==> src/rtl/alu_pkg.sv <==
// Shared encodings for the MIPS decode/issue slice: ALU function codes, opcode/funct
// constants, operand-select encodings and the decoded bundle carried through the stage.
package alu_pkg;

    localparam logic [5:0] FUN_ADD = 6'b000000;
    localparam logic [5:0] FUN_SUB = 6'b000001;
    localparam logic [5:0] FUN_AND = 6'b011000;
    localparam logic [5:0] FUN_OR  = 6'b011110;
    localparam logic [5:0] FUN_XOR = 6'b010110;
    localparam logic [5:0] FUN_NOR = 6'b010001;
    localparam logic [5:0] FUN_STA = 6'b011010;
    localparam logic [5:0] FUN_SLL = 6'b100000;
    localparam logic [5:0] FUN_SRL = 6'b100001;
    localparam logic [5:0] FUN_SRA = 6'b100011;
    localparam logic [5:0] FUN_EQ  = 6'b110011;
    localparam logic [5:0] FUN_NEQ = 6'b110001;
    localparam logic [5:0] FUN_LT  = 6'b110101;
    localparam logic [5:0] FUN_LEZ = 6'b111101;
    localparam logic [5:0] FUN_GEZ = 6'b111001;
    localparam logic [5:0] FUN_GTZ = 6'b111111;

    localparam logic [5:0] OP_RTYPE  = 6'h00;
    localparam logic [5:0] OP_REGIMM = 6'h01;
    localparam logic [5:0] OP_BEQ    = 6'h04;
    localparam logic [5:0] OP_BNE    = 6'h05;
    localparam logic [5:0] OP_BLEZ   = 6'h06;
    localparam logic [5:0] OP_BGTZ   = 6'h07;
    localparam logic [5:0] OP_ADDI   = 6'h08;
    localparam logic [5:0] OP_ADDIU  = 6'h09;
    localparam logic [5:0] OP_SLTI   = 6'h0A;
    localparam logic [5:0] OP_SLTIU  = 6'h0B;
    localparam logic [5:0] OP_ANDI   = 6'h0C;
    localparam logic [5:0] OP_ORI    = 6'h0D;
    localparam logic [5:0] OP_XORI   = 6'h0E;
    localparam logic [5:0] OP_LUI    = 6'h0F;
    localparam logic [5:0] OP_LW     = 6'h23;
    localparam logic [5:0] OP_SW     = 6'h2B;

    localparam logic [5:0] FN_SLL  = 6'h00;
    localparam logic [5:0] FN_SRL  = 6'h02;
    localparam logic [5:0] FN_SRA  = 6'h03;
    localparam logic [5:0] FN_JR   = 6'h08;
    localparam logic [5:0] FN_ADD  = 6'h20;
    localparam logic [5:0] FN_ADDU = 6'h21;
    localparam logic [5:0] FN_SUB  = 6'h22;
    localparam logic [5:0] FN_SUBU = 6'h23;
    localparam logic [5:0] FN_AND  = 6'h24;
    localparam logic [5:0] FN_OR   = 6'h25;
    localparam logic [5:0] FN_XOR  = 6'h26;
    localparam logic [5:0] FN_NOR  = 6'h27;
    localparam logic [5:0] FN_SLT  = 6'h2A;
    localparam logic [5:0] FN_SLTU = 6'h2B;

    localparam logic [1:0] ASEL_RS    = 2'd0;
    localparam logic [1:0] ASEL_SHAMT = 2'd1;
    localparam logic [1:0] ASEL_C16   = 2'd2;

    localparam logic [1:0] BSEL_RT   = 2'd0;
    localparam logic [1:0] BSEL_SEXT = 2'd1;
    localparam logic [1:0] BSEL_ZEXT = 2'd2;
    localparam logic [1:0] BSEL_ZERO = 2'd3;

    typedef struct packed {
        logic [5:0]  alufun;
        logic        sign;
        logic [1:0]  asel;
        logic [1:0]  bsel;
        logic [31:0] imm32;
        logic [4:0]  shamt;
        logic [4:0]  rs;
        logic [4:0]  rt;
        logic [4:0]  rd;
        logic        illegal;
    } dec_t;

endpackage

==> src/rtl/alu_issue_stage_if.sv <==
// Fetch-side valid/ready input plus execute-side decoded output of the issue stage.
// master = fetch/execute environment, slave = the issue stage.
interface alu_issue_stage_if;
    logic [31:0] iInstr;
    logic        iValid;
    logic        oReady;
    logic        iFlush;
    logic        iReady;
    logic        oValid;
    logic [5:0]  oALUFun;
    logic        oSign;
    logic [1:0]  oASel;
    logic [1:0]  oBSel;
    logic [31:0] oImm32;
    logic [4:0]  oShamt;
    logic [4:0]  oRs;
    logic [4:0]  oRt;
    logic [4:0]  oRd;
    logic        oIllegal;

    modport master (
        output iInstr, iValid, iFlush, iReady,
        input  oReady, oValid, oALUFun, oSign, oASel, oBSel, oImm32,
               oShamt, oRs, oRt, oRd, oIllegal
    );

    modport slave (
        input  iInstr, iValid, iFlush, iReady,
        output oReady, oValid, oALUFun, oSign, oASel, oBSel, oImm32,
               oShamt, oRs, oRt, oRd, oIllegal
    );
endinterface

==> src/rtl/mips_alu_decode.sv <==
// Combinational MIPS instruction -> ALU control bundle decode.
// Latency 0; no handshake of its own.
module mips_alu_decode
    import alu_pkg::*;
(
    input  logic [31:0] instr,
    output dec_t        dec
);
    logic [5:0] op;
    logic [5:0] funct;

    assign op    = instr[31:26];
    assign funct = instr[5:0];

    always_comb begin
        dec        = '0;
        dec.alufun = FUN_ADD;
        dec.shamt  = instr[10:6];
        dec.rs     = instr[25:21];
        dec.rt     = instr[20:16];
        dec.rd     = instr[15:11];
        case (op)
            OP_RTYPE: begin
                case (funct)
                    FN_ADD:  begin dec.alufun = FUN_ADD; dec.sign = 1'b1; end
                    FN_ADDU: dec.alufun = FUN_ADD;
                    FN_SUB:  begin dec.alufun = FUN_SUB; dec.sign = 1'b1; end
                    FN_SUBU: dec.alufun = FUN_SUB;
                    FN_AND:  dec.alufun = FUN_AND;
                    FN_OR:   dec.alufun = FUN_OR;
                    FN_XOR:  dec.alufun = FUN_XOR;
                    FN_NOR:  dec.alufun = FUN_NOR;
                    FN_SLT:  begin dec.alufun = FUN_LT; dec.sign = 1'b1; end
                    FN_SLTU: dec.alufun = FUN_LT;
                    FN_SLL:  begin dec.alufun = FUN_SLL; dec.asel = ASEL_SHAMT; end
                    FN_SRL:  begin dec.alufun = FUN_SRL; dec.asel = ASEL_SHAMT; end
                    FN_SRA:  begin dec.alufun = FUN_SRA; dec.asel = ASEL_SHAMT; end
                    FN_JR:   dec.alufun = FUN_STA;
                    default: dec.illegal = 1'b1;
                endcase
            end
            OP_REGIMM: begin
                case (instr[20:16])
                    5'd1:    begin dec.alufun = FUN_GEZ; dec.sign = 1'b1; end
                    5'd0:    begin dec.alufun = FUN_LT; dec.sign = 1'b1; dec.bsel = BSEL_ZERO; end
                    default: dec.illegal = 1'b1;
                endcase
            end
            OP_ADDI:  begin dec.alufun = FUN_ADD; dec.sign = 1'b1; dec.bsel = BSEL_SEXT; end
            OP_ADDIU: begin dec.alufun = FUN_ADD; dec.bsel = BSEL_SEXT; end
            OP_SLTI:  begin dec.alufun = FUN_LT; dec.sign = 1'b1; dec.bsel = BSEL_SEXT; end
            OP_SLTIU: begin dec.alufun = FUN_LT; dec.bsel = BSEL_SEXT; end
            OP_ANDI:  begin dec.alufun = FUN_AND; dec.bsel = BSEL_ZEXT; end
            OP_ORI:   begin dec.alufun = FUN_OR; dec.bsel = BSEL_ZEXT; end
            OP_XORI:  begin dec.alufun = FUN_XOR; dec.bsel = BSEL_ZEXT; end
            OP_LUI:   begin dec.alufun = FUN_SLL; dec.asel = ASEL_C16; dec.bsel = BSEL_ZEXT; end
            OP_LW,
            OP_SW:    begin dec.alufun = FUN_ADD; dec.bsel = BSEL_SEXT; end
            OP_BEQ:   begin dec.alufun = FUN_EQ; dec.sign = 1'b1; end
            OP_BNE:   begin dec.alufun = FUN_NEQ; dec.sign = 1'b1; end
            OP_BLEZ:  begin dec.alufun = FUN_LEZ; dec.sign = 1'b1; end
            OP_BGTZ:  begin dec.alufun = FUN_GTZ; dec.sign = 1'b1; end
            default:  dec.illegal = 1'b1;
        endcase
        // Immediate only carries meaning for the two extension selects.
        case (dec.bsel)
            BSEL_SEXT: dec.imm32 = {{16{instr[15]}}, instr[15:0]};
            BSEL_ZEXT: dec.imm32 = {16'h0000, instr[15:0]};
            default:   dec.imm32 = '0;
        endcase
    end
endmodule

==> src/rtl/alu_issue_stage.sv <==
// Registered decode/issue stage: decoded bundle held in main entry M with skid entry S.
// Latency 1 cycle; ready is registered and drops only when S fills, so throughput is 1/cycle.
module alu_issue_stage
    import alu_pkg::*;
(
    input  logic              iClk,
    input  logic              iRst_n,
    alu_issue_stage_if.slave  bus
);
    dec_t dec;
    dec_t m_dat, m_dat_nxt;
    dec_t s_dat, s_dat_nxt;
    logic m_vld, m_vld_nxt;
    logic s_vld, s_vld_nxt;
    logic in_rdy;
    logic accept;
    logic consume;

    mips_alu_decode u_decode (
        .instr (bus.iInstr),
        .dec   (dec)
    );

    assign accept  = bus.iValid && in_rdy;
    assign consume = m_vld && bus.iReady;

    // in_rdy mirrors !s_vld outside reset, so an accept never coincides with a full S.
    always_comb begin
        m_dat_nxt = m_dat;
        s_dat_nxt = s_dat;
        m_vld_nxt = m_vld;
        s_vld_nxt = s_vld;
        if (bus.iFlush) begin
            m_vld_nxt = 1'b0;
            s_vld_nxt = 1'b0;
        end else if (!m_vld || consume) begin
            if (s_vld) begin
                m_dat_nxt = s_dat;
                m_vld_nxt = 1'b1;
                s_vld_nxt = 1'b0;
            end else begin
                m_vld_nxt = accept;
                if (accept) m_dat_nxt = dec;
            end
        end else if (accept) begin
            s_dat_nxt = dec;
            s_vld_nxt = 1'b1;
        end
    end

    always_ff @(posedge iClk) begin
        if (!iRst_n) begin
            m_dat  <= '0;
            s_dat  <= '0;
            m_vld  <= 1'b0;
            s_vld  <= 1'b0;
            in_rdy <= 1'b0;
        end else begin
            m_dat  <= m_dat_nxt;
            s_dat  <= s_dat_nxt;
            m_vld  <= m_vld_nxt;
            s_vld  <= s_vld_nxt;
            in_rdy <= !s_vld_nxt;
        end
    end

    assign bus.oReady   = in_rdy;
    assign bus.oValid   = m_vld;
    assign bus.oALUFun  = m_dat.alufun;
    assign bus.oSign    = m_dat.sign;
    assign bus.oASel    = m_dat.asel;
    assign bus.oBSel    = m_dat.bsel;
    assign bus.oImm32   = m_dat.imm32;
    assign bus.oShamt   = m_dat.shamt;
    assign bus.oRs      = m_dat.rs;
    assign bus.oRt      = m_dat.rt;
    assign bus.oRd      = m_dat.rd;
    assign bus.oIllegal = m_dat.illegal;
endmodule

==> src/flat_wrapper.sv <==
// flat-port wrapper written by rule: the top's interface ports become plain ports
module alu_issue_stage_flat import alu_pkg::*;
  (iClk, iRst_n, bus_iInstr, bus_iValid, bus_iFlush, bus_iReady, bus_oReady, bus_oValid, bus_oALUFun, bus_oSign, bus_oASel, bus_oBSel, bus_oImm32, bus_oShamt, bus_oRs, bus_oRt, bus_oRd, bus_oIllegal);
  alu_issue_stage_if bus_i ();
  input  logic iClk;
  input  logic iRst_n;
  input wire logic [$bits(bus_i.iInstr)-1:0] bus_iInstr;
  input wire logic [$bits(bus_i.iValid)-1:0] bus_iValid;
  input wire logic [$bits(bus_i.iFlush)-1:0] bus_iFlush;
  input wire logic [$bits(bus_i.iReady)-1:0] bus_iReady;
  output wire logic [$bits(bus_i.oReady)-1:0] bus_oReady;
  output wire logic [$bits(bus_i.oValid)-1:0] bus_oValid;
  output wire logic [$bits(bus_i.oALUFun)-1:0] bus_oALUFun;
  output wire logic [$bits(bus_i.oSign)-1:0] bus_oSign;
  output wire logic [$bits(bus_i.oASel)-1:0] bus_oASel;
  output wire logic [$bits(bus_i.oBSel)-1:0] bus_oBSel;
  output wire logic [$bits(bus_i.oImm32)-1:0] bus_oImm32;
  output wire logic [$bits(bus_i.oShamt)-1:0] bus_oShamt;
  output wire logic [$bits(bus_i.oRs)-1:0] bus_oRs;
  output wire logic [$bits(bus_i.oRt)-1:0] bus_oRt;
  output wire logic [$bits(bus_i.oRd)-1:0] bus_oRd;
  output wire logic [$bits(bus_i.oIllegal)-1:0] bus_oIllegal;
  assign bus_i.iInstr = bus_iInstr;
  assign bus_i.iValid = bus_iValid;
  assign bus_i.iFlush = bus_iFlush;
  assign bus_i.iReady = bus_iReady;
  assign bus_oReady = bus_i.oReady;
  assign bus_oValid = bus_i.oValid;
  assign bus_oALUFun = bus_i.oALUFun;
  assign bus_oSign = bus_i.oSign;
  assign bus_oASel = bus_i.oASel;
  assign bus_oBSel = bus_i.oBSel;
  assign bus_oImm32 = bus_i.oImm32;
  assign bus_oShamt = bus_i.oShamt;
  assign bus_oRs = bus_i.oRs;
  assign bus_oRt = bus_i.oRt;
  assign bus_oRd = bus_i.oRd;
  assign bus_oIllegal = bus_i.oIllegal;
  alu_issue_stage u_core (.iClk(iClk), .iRst_n(iRst_n), .bus(bus_i));
endmodule
==> config.mk <==
export PLATFORM = sky130hd
export DESIGN_NAME = alu_issue_stage_flat
export DESIGN_NICKNAME = d
export VERILOG_FILES = /design/src/rtl/alu_pkg.sv /design/src/rtl/alu_issue_stage_if.sv /design/src/rtl/mips_alu_decode.sv /design/src/rtl/alu_issue_stage.sv /design/src/flat_wrapper.sv
export SDC_FILE = /design/constraint.sdc
export NUM_CORES = 1
export LEC_CHECK = 0
export CAP_MARGIN = 20
export CORE_MARGIN = 2
export CORE_UTILIZATION = 40
export DETAILED_ROUTE_END_ITERATION = 10
export PLACE_DENSITY_LB_ADDON = 0.2
export SLEW_MARGIN = 20
export SYNTH_ARGS = -nofsm -noshare
export SYNTH_HDL_FRONTEND = slang
export SYNTH_SLANG_ARGS = --single-unit
==> constraint.sdc <==
create_clock -name iClk -period 6.8 [get_ports iClk]
set_input_delay 1.36 -clock iClk [delete_from_list [all_inputs] [get_ports iClk]]
set_output_delay 1.36 -clock iClk [all_outputs]
set_load 0.1 [all_outputs]
==> impl_metrics.tcl <==
set metrics [dict create \
    die-width_um 113 \
    top_level_ports 103 \
    leakagePower_nw 1.88 \
    initial_core_utilization_pct 41.2 \
    clk_latency_ns 0.34 \
    area_delta_synth_final_pct 26.8 \
    place_area_um2 5650 \
    cap_violations 0 \
    maximum_level_of_the_cts_h_tree 3 \
    layout.cell_area.non_filler_um2 5990 \
    detailed_place_hpwl_mm 7.90 \
    die_h_um 113 \
    setup.worst_path.end_class "register" \
    post-route-util_pct 52.3 \
    fp.coreArea_um2 11500 \
    critPathArrivalTime_ns 4.51 \
    firstDrtPassIters 4 \
    syn-num-nets 626 \
    min_delay_worst_type "register to register" \
    synth_seq_cells 101 \
    post_synth_inst_count 587 \
    synth-edff-count 0 \
    outcome "finished clean" \
    grt_setup_unrepaired "no" \
    reg2reg_depth 5 \
    grt.overflow.total 0 \
    whs_path_depth 2 \
    yosysUniqueCellTypes 58 \
    critical_path.max_fanout 30 \
    cpPeakStageDelay_ns 0.62 \
    netlist_area_um2 4720 \
    postRouteWirelength_mm 12.2 \
    layout_commonest_cell "clkdlybuf4s50_1" \
    postCtsSetupRepairBufs 0 \
    final_routed_drc_violation_total 0 \
    cts_buffer_depth 2 \
    first_global_vias 4098 \
    synth_seq_area_share_pct 42.8 \
    switching_power_w 0.000429 \
    tritoncts.num_buffers 9 \
    clk_transition_reported_paths_ns 0.07 \
    timing.clock.skew_ns 0.00793 \
    cts.repair.resized 0 \
    worst_ir_drop_vdd_mv 0.115 \
    portBuffers 102 \
    tritoncts "done" \
    ctsHoldBuffers 0 \
    die_area_um2 12700 \
    grt_max_degree 78 \
    crit_required_ns 7.05 \
    combinationalPowerShare_pct 18.1 \
    design.final.nets 676 \
    antenna_cells 0 \
    most-common-layout-cells "102 x clkdlybuf4s50_1, 100 x dfxtp_1, 90 x nand2_1" \
    setup-violations-final 0 \
    final_layout_size_suffix_gt1_share_pct 4.99 \
    routabilityCongestion 0.835 \
    timing.setup.critical_path_class "primary input to register" \
    synthFlopType "dfxtp_1" \
    fin_crit_sh_pct 62.6 \
    number_of_sinks_handled_by_clock_tree_synthesis 101 \
    yosys_warnings 0 \
    vias_per_cell 5.52 \
    final_antenna_net_count 0 \
    syn-mean-instance-area_um2 8.05 \
    critPathLaunchType "primary input" \
    grt_util_all_layers_pct 19.5 \
    fin_crit_ns 4.26 \
    power.sequential.fraction_pct 41.9 \
    worst_path_max_delay_cell "nor4_1" \
    intPower_w 0.00104 \
    ordered_list_of_cells_on_the_worst_path "clkdlybuf4s50_1, nor4_1, nand2_1, o31a_1, ha_1, nor2_4, nand3b_1, a311oi_1" \
    worst-slew-pin-transition_ns 1.00 \
    timing.final.hold_violations 0 \
    sw_frac_of_total_pct 29.3 \
    share_clk_of_total_power_pct 40.0 \
    finalSetupTns_ns 0 \
    hold_ws_ns 0.453 \
    wire_length_of_the_first_global_routing_pass_mm 20.2 \
    drt_iter0_markers 213 \
    rows 39 \
    cts.root.buffer_cell "clkbuf_16" \
    slew_violations 0 \
    initial_antenna_violation_count 0 \
    asyncSetResetFlopFracSynth_pct 0 \
    num_vias 4329 \
    power_density_nw_per_um2 245 \
    wl_per_cell_um 15.6 \
    max_freq_mhz 235 \
    slew_headroom_pct 33.1 \
]
==> synthesized netlist by cell type, drive strengths merged, types with 4 or more instances <==
cell | number | area, um^2
dfxtp | 101 | 2020
nand2 | 90 | 338
a21oi | 57 | 285
nor2 | 56 | 210
clkbuf | 43 | 161
buf | 25 | 161
a211oi | 24 | 180
nand3 | 23 | 115
mux2i | 21 | 210
nand3b | 19 | 143
a311oi | 16 | 140
nor3 | 14 | 75.1
o21ai | 13 | 65.1
nand2b | 11 | 68.8
a31oi | 8 | 50.1
inv | 7 | 26.3
nor2b | 6 | 37.5
o211ai | 5 | 37.5
nor4 | 4 | 25.0
or4 | 4 | 33.8
==> metal layers <==
metal | part of all wire [%] | GRT usage [%] | up-vias
li1 | - | - | 2167
met1 | 46 | 25.6 | 2013
met2 | 46 | 31.8 | 128
met3 | 5.4 | 3.83 | 21
met4 | 2.3 | 7.32 | 0
met5 | 0 | 0 | -
==> final cells by class <==
cell class / count / area, um^2
Fill cell: 1102 / 5480
Multi-Input combinational cell: 411 / 2370
Sequential cell: 101 / 2020
Timing Repair Buffer: 107 / 1060
Clock buffer: 10 / 229
Tap cell: 143 / 179
Clock inverter: 5 / 109
Inverter: 7 / 26.3
==> power by group through the flow <==
stage,sequential [W],clock [W],combinational (W)
2_1_floorplan,0.000722,0,0.000100
3_3_place_gp,0.000627,0,0.000263
3_5_place_dp,0.000628,0,0.000265
4_1_cts,0.000614,0.000598,0.000266
5_1_grt,0.000616,0.000622,0.000278
6_report,0.000614,0.000586,0.000265
==> worst max-delay path, delay by kind of cell <==
| family | cells | cell delay (ns) |
|---|---|---|
| compound gates | 2 | 0.64 |
| fa+ha+maj | 1 | 0.39 |
| buf+inv | 1 | 0.45 |
| simple gates | 4 | 1.65 |
==> state kept, by name, indices dropped and copies added (netlist names) <==
register             flops
u_core.s_dat            49
u_core.bus.oImm32       17
u_core.bus.oALUFun       6
u_core.bus.oRd           5
u_core.bus.oRs           5
u_core.bus.oRt           5
u_core.bus.oShamt        5
u_core.bus.oASel         2
u_core.bus.oBSel         2
u_core.bus.oIllegal      1
u_core.bus.oReady        1
u_core.bus.oSign         1
u_core.bus.oValid        1
u_core.s_vld             1
==> metrics by stage <==
step | instances | setup WS, ns | total power, W
after floorplan | 587 | 3.11 | 0.000822
after global placement | 769 | 2.05 | 0.000890
after detailed placement | 769 | 1.92 | 0.000892
after CTS | 784 | 2.25 | 0.00148
after global routing | 784 | 2.43 | 0.00152
final | 784 | 2.54 | 0.00147
==> path summary, 6_finish.rpt <==
path | startpoint | end | slack (ns)
worst min-delay path | u_core.s_dat[19]$_SDFFE_PN0P_ | u_core.s_dat[19]$_SDFFE_PN0P_ | 0.45
worst min register to register | u_core.s_dat[19]$_SDFFE_PN0P_ | u_core.s_dat[19]$_SDFFE_PN0P_ | 0.45
worst max-delay path | bus_iInstr[18] | u_core.bus.oImm32[5]$_SDFFE_PN0P_ | 2.54
worst max register to register | u_core.bus.oValid$_SDFFE_PP0P_ | u_core.bus.oALUFun[3]$_SDFFE_PN0P_ | 4.46
==> cell families (layout without fill, tap and decap cells) <==
| family | Yosys count | in the layout | synth area share, % |
|---|---|---|---|
| AO/OA/AOI/OAI | 144 | 144 | 19.9 |
| XOR/XNOR | 2 | 2 | 0.371 |
| adder cells (fa/ha/maj) | 2 | 2 | 0.530 |
| buffers and inverters | 75 | 129 | 7.39 |
| flip-flops | 101 | 101 | 42.8 |
| multiplexers | 21 | 21 | 4.45 |
| AND/OR/NAND/NOR | 242 | 242 | 24.5 |
Note: power is estimated with default switching activity, not from simulation.
